===== src/rtl/mips_ctrl_pkg.sv =====
// Shared opcode map, ALU operation encodings and the control-word layout for the main decoder.
package mips_ctrl_pkg;

  localparam logic [3:0] OP_ADD  = 4'd0;
  localparam logic [3:0] OP_SUB  = 4'd1;
  localparam logic [3:0] OP_AND  = 4'd2;
  localparam logic [3:0] OP_OR   = 4'd3;
  localparam logic [3:0] OP_SLT  = 4'd4;
  localparam logic [3:0] OP_ADDI = 4'd5;
  localparam logic [3:0] OP_ST   = 4'd6;
  localparam logic [3:0] OP_LD   = 4'd7;
  localparam logic [3:0] OP_BEQ  = 4'd8;
  localparam logic [3:0] OP_J    = 4'd9;
  localparam logic [3:0] OP_ORI  = 4'd10;

  localparam logic [2:0] ALU_ADD = 3'd0;
  localparam logic [2:0] ALU_SUB = 3'd1;
  localparam logic [2:0] ALU_AND = 3'd2;
  localparam logic [2:0] ALU_OR  = 3'd3;
  localparam logic [2:0] ALU_SLT = 3'd4;

  typedef struct packed {
    logic       reg_wr;
    logic       reg_des;
    logic       alu_src;
    logic       mem2reg;
    logic       mem_r;
    logic       mem_w;
    logic       branch;
    logic       jump;
    logic [2:0] alu_op;
  } ctrl_t;

endpackage


===== src/rtl/mips_ctrl_decode.sv =====
// Combinational opcode-to-control-word decode; zero latency, no flow control.
// Anything outside the map (including X in four-state simulation) falls to the safe NOP word with illegal set.
module mips_ctrl_decode
  import mips_ctrl_pkg::*;
#(
  parameter int OPW = 4
) (
  input  logic [OPW-1:0] i_opcode,
  output ctrl_t          o_ctrl,
  output logic           o_illegal
);

  always_comb begin
    o_ctrl    = '0;
    o_illegal = 1'b0;
    case (i_opcode)
      OP_ADD:  begin o_ctrl.reg_wr = 1'b1; o_ctrl.reg_des = 1'b1; o_ctrl.alu_op = ALU_ADD; end
      OP_SUB:  begin o_ctrl.reg_wr = 1'b1; o_ctrl.reg_des = 1'b1; o_ctrl.alu_op = ALU_SUB; end
      OP_AND:  begin o_ctrl.reg_wr = 1'b1; o_ctrl.reg_des = 1'b1; o_ctrl.alu_op = ALU_AND; end
      OP_OR:   begin o_ctrl.reg_wr = 1'b1; o_ctrl.reg_des = 1'b1; o_ctrl.alu_op = ALU_OR;  end
      OP_SLT:  begin o_ctrl.reg_wr = 1'b1; o_ctrl.reg_des = 1'b1; o_ctrl.alu_op = ALU_SLT; end
      OP_ADDI: begin o_ctrl.reg_wr = 1'b1; o_ctrl.alu_src = 1'b1; end
      OP_ST:   begin o_ctrl.alu_src = 1'b1; o_ctrl.mem_w = 1'b1; end
      OP_LD: begin
        o_ctrl.reg_wr  = 1'b1;
        o_ctrl.alu_src = 1'b1;
        o_ctrl.mem2reg = 1'b1;
        o_ctrl.mem_r   = 1'b1;
      end
      OP_BEQ:  begin o_ctrl.branch = 1'b1; o_ctrl.alu_op = ALU_SUB; end
      OP_J:    o_ctrl.jump = 1'b1;
      OP_ORI:  begin o_ctrl.reg_wr = 1'b1; o_ctrl.alu_src = 1'b1; o_ctrl.alu_op = ALU_OR; end
      default: o_illegal = 1'b1;
    endcase
  end

endmodule


===== src/rtl/mips_ctrl_unit.sv =====
// Main control decoder: opcode sampled each rising clk, strobes valid one cycle later; no handshake.
// Outputs reset asynchronously to the all-zero NOP word.
module mips_ctrl_unit
  import mips_ctrl_pkg::*;
#(
  parameter int OPW = 4
) (
  input  logic           clk,
  input  logic           rst_n,
  input  logic [OPW-1:0] Opcode,
  output logic           RegWr,
  output logic           RegDes,
  output logic           AluSrc,
  output logic           Mem2Reg,
  output logic           MemR,
  output logic           MemW,
  output logic           Branch,
  output logic           Jump,
  output logic [2:0]     AluOp,
  output logic           Illegal
);

  ctrl_t w_ctrl;
  logic  w_illegal;
  ctrl_t r_ctrl;
  logic  r_illegal;

  mips_ctrl_decode #(.OPW(OPW)) u_decode (
    .i_opcode  (Opcode),
    .o_ctrl    (w_ctrl),
    .o_illegal (w_illegal)
  );

  always_ff @(posedge clk or negedge rst_n) begin
    if (!rst_n) begin
      r_ctrl    <= '0;
      r_illegal <= 1'b0;
    end else begin
      r_ctrl    <= w_ctrl;
      r_illegal <= w_illegal;
    end
  end

  assign RegWr   = r_ctrl.reg_wr;
  assign RegDes  = r_ctrl.reg_des;
  assign AluSrc  = r_ctrl.alu_src;
  assign Mem2Reg = r_ctrl.mem2reg;
  assign MemR    = r_ctrl.mem_r;
  assign MemW    = r_ctrl.mem_w;
  assign Branch  = r_ctrl.branch;
  assign Jump    = r_ctrl.jump;
  assign AluOp   = r_ctrl.alu_op;
  assign Illegal = r_illegal;

endmodule


===== config.mk =====
export PLATFORM = sky130hd
export DESIGN_NAME = mips_ctrl_unit
export DESIGN_NICKNAME = d
export VERILOG_FILES = /design/src/rtl/mips_ctrl_pkg.sv /design/src/rtl/mips_ctrl_decode.sv /design/src/rtl/mips_ctrl_unit.sv
export SDC_FILE = /design/constraint.sdc
export NUM_CORES = 1
export LEC_CHECK = 0
export BUFFER_PORTS_ARGS = -buffer_cell sky130_fd_sc_hd__buf_2
export CAP_MARGIN = 10
export CORE_UTILIZATION = 26
export CTS_CLUSTER_DIAMETER = 50
export DETAILED_ROUTE_END_ITERATION = 12
export SYNTH_ARGS = -nofsm -noshare
export SYNTH_HDL_FRONTEND = slang
export SYNTH_SLANG_ARGS = --single-unit

===== constraint.sdc =====
create_clock -name clk -period 0.8 [get_ports clk]
set_input_delay 0.16 -clock clk [delete_from_list [all_inputs] [get_ports clk]]
set_output_delay 0.16 -clock clk [all_outputs]
set_load 0.02 [all_outputs]

==> metrics <==
Compound-Gate Fraction of Synth Area=6.14%; Initial Util=28.1%; final-report setup violation count=12; WP depth=1; hold slack final=0.127 ns; syn nets=40; Post-DRT Antenna Nets=0; worst slack at placement=-0.0205 ns; M1 WL=299 um; post-synthesis area per instance=12.6 um^2; number of remaining DRC errors=0; clock buffer depth=2; CP Cell Sequence=buf_2; cell taking the most area after synthesis=dfrtp_1; YS warnings=0; register area share after synthesis=64.3%; cells after synthesis=34; first-pass GRT wire length=1.22 mm; commonest cells after routing, fill and taps aside=dfrtp_1, buf_6, buf_2, nor2_1, clkbuf_4; Pleak=0.306 nW; register bit count reported by yosys=11; post-synthesis mux area share=2.34%; switching power share of the total=24.4%; Slew Limit Fails=0; placer's final routability congestion estimate=0.748; Post-Synth Simple-Gate Area=18.1%; worst path arrival time=0.79 ns; initial antenna violation count=0; Reg clk slew, reported paths=0.07 ns; type of origin of the critical path=flop; CTS buffer count=3; cell family with most CP delay=flip-flops; Max Cap Viol=0; Cell variety after synth=17; run status=finished, violations left; Die Y=42.6 um; Peak VDD IR=507 uV; clock network fraction of total power=31.7%; share of the synthesized area in the top cell type=64.3%; Crit-path slowest cell=dfrtp_1; top routing layer in use=met4; clk root buf=clkbuf_4; I/O pin cnt=18; Buffers on Ports=17; GRT overflow=0; vias=292; failing checks=setup timing; post-layout minimum cycle time=0.948 ns; DRT iter0 DRCs=2; largest cells by area after synthesis=dfrtp_1, nor2_1, buf_4; CP max FO=2; Power Total=1.14 mW; Core Util, Final=39.7%; Logic pwr share=16.2%; Die ar.=1810 um^2; adder-cell share of the synthesized area=0%; Critical Path RT=0.64 ns; post-DP HPWL=508 um; Antenna diodes=0; Internal Power=861 uW; Core Rows=14; Hold Fails Final Rpt=0; area of the mapped netlist=428 um^2; area delta synth->final=41.5%; vias in the first global route=291; met3 routed WL=46 um; Setup crit end=MemR; final net count=60; Worst-Margin Slew=0.238 ns; Placeable Area=1520 um^2; vias per cell=4.23; Worst Setup SP=Mem2Reg$_DFF_PN0_; PwrDens=1880 nW/um^2; sequential power share=52.1%; HP Class=in -> reg; Avg WL per Cell=9.62 um; met2 wire length=308 um; Worst Setup Slack, final=-0.148 ns; Post-Synth XOR/XNOR Area=2.05%; largest family of logic cells by synthesized area=simple AND/OR/NAND/NOR gates; CP max stage delay=0.37 ns; Worst setup EP type=output pin; H-tree Lvls=1; crit share post-route=119%; Slew HR=84.0%; layout cells sized above 1=43.4%; Sink Count=11; CTS tree=built; Crit Path Class=reg -> out; commonest non-fill, non-tap cell in the layout=dfrtp_1; Buf+Inv Stages, Crit Path=1; WL final=664 um; global-route usage over all layers=9.62%; Sw Pwr=278 uW; post-CTS setup buffers=0; maximum clock rate=1.05 GHz; DRT Pass-1 Iters=2; RSZ-0062 raised after global routing=true; largest net degree at the start of global routing=12; Die Width=42.6 um
-- cells by family after synthesis --
family          Yosys count
compound gates            4
xor+xnor                  1
buf+inv                   4
flops                    11
mux                       1
simple gates             13
-- synthesized netlist by cell type (all sizes together) --
library cell and instances:
dfrtp 11, nor2 5, buf 3, nand2b 3
nor3 2, a211oi 1, a21oi 1, inv 1
mux2i 1, nand2 1, nor2b 1, nor3b 1
o21a 1, o22ai 1, xnor2 1
-- flip-flops by register name, indices dropped and copies added, names as in the netlist --
| name | flops |
|---|---|
| AluSrc | 1 |
| RegDes | 1 |
| Illegal | 1 |
| AluOp | 3 |
| MemW | 1 |
| Branch | 1 |
| RegWr | 1 |
| Mem2Reg | 1 |
| Jump | 1 |
-- per-layer routing --
layer,up-vias,global-route usage (%)
met1,131,10.7
met4,0,9.38
met2,12,13.5
met3,2,3.88
li1,147,-
met5,-,0
-- worst min-delay path by stage --
| stage | start | endpoint | slack (ns) | cells after the start |
|---|---|---|---|---|
| 3_5_place_dp | rst_n | RegWr$_DFF_PN0_ | 0.03 | 1 |
| 5_1_grt | Opcode[3] | RegDes$_DFF_PN0_ | 0.13 | 2 |
| 3_3_place_gp | rst_n | RegWr$_DFF_PN0_ | 0.03 | 1 |
| 6_report | Opcode[2] | AluOp[0]$_DFF_PN0_ | 0.13 | 2 |
| 4_1_cts | Opcode[2] | AluOp[0]$_DFF_PN0_ | 0.12 | 2 |
| 2_1_floorplan | rst_n | AluOp[0]$_DFF_PN0_ | -0.14 | 0 |
-- final cells by class --
class	instances	area, um^2
clock buffers	4	26.3
fillers	145	918
inverters	1	3.75
multi-input cells	19	123
flip-flops and latches	11	275
well taps	16	20.0
repair buffers	18	158
-- stage by stage --
step | setup TNS [ns] | instances | cell area (um^2)
6_report | -1.50 | 69 | 606
5_1_grt | -1.90 | 69 | 606
4_1_cts | -1.65 | 69 | 606
3_5_place_dp | -0.0205 | 64 | 507
3_3_place_gp | -0.00538 | 64 | 507
2_1_floorplan | 0 | 34 | 428
-- power groups by stage --
stage	Combinational [mW]	Clock (mW)	Sequential [mW]
after global routing	0.201	0.402	0.596
after CTS	0.187	0.374	0.594
final	0.185	0.361	0.594
after global placement	0.152	0	0.598
after floorplan	0.0637	0	0.636
after detailed placement	0.154	0	0.598
-- timing repair --
action                                 4_1_cts  5_1_grt
endpoints found under the hold margin       11        0
hold buffers                                 1        0
gates resized for setup                     20        0
setup endpoints to repair                   12       12
(Power assumes the default switching activity.)
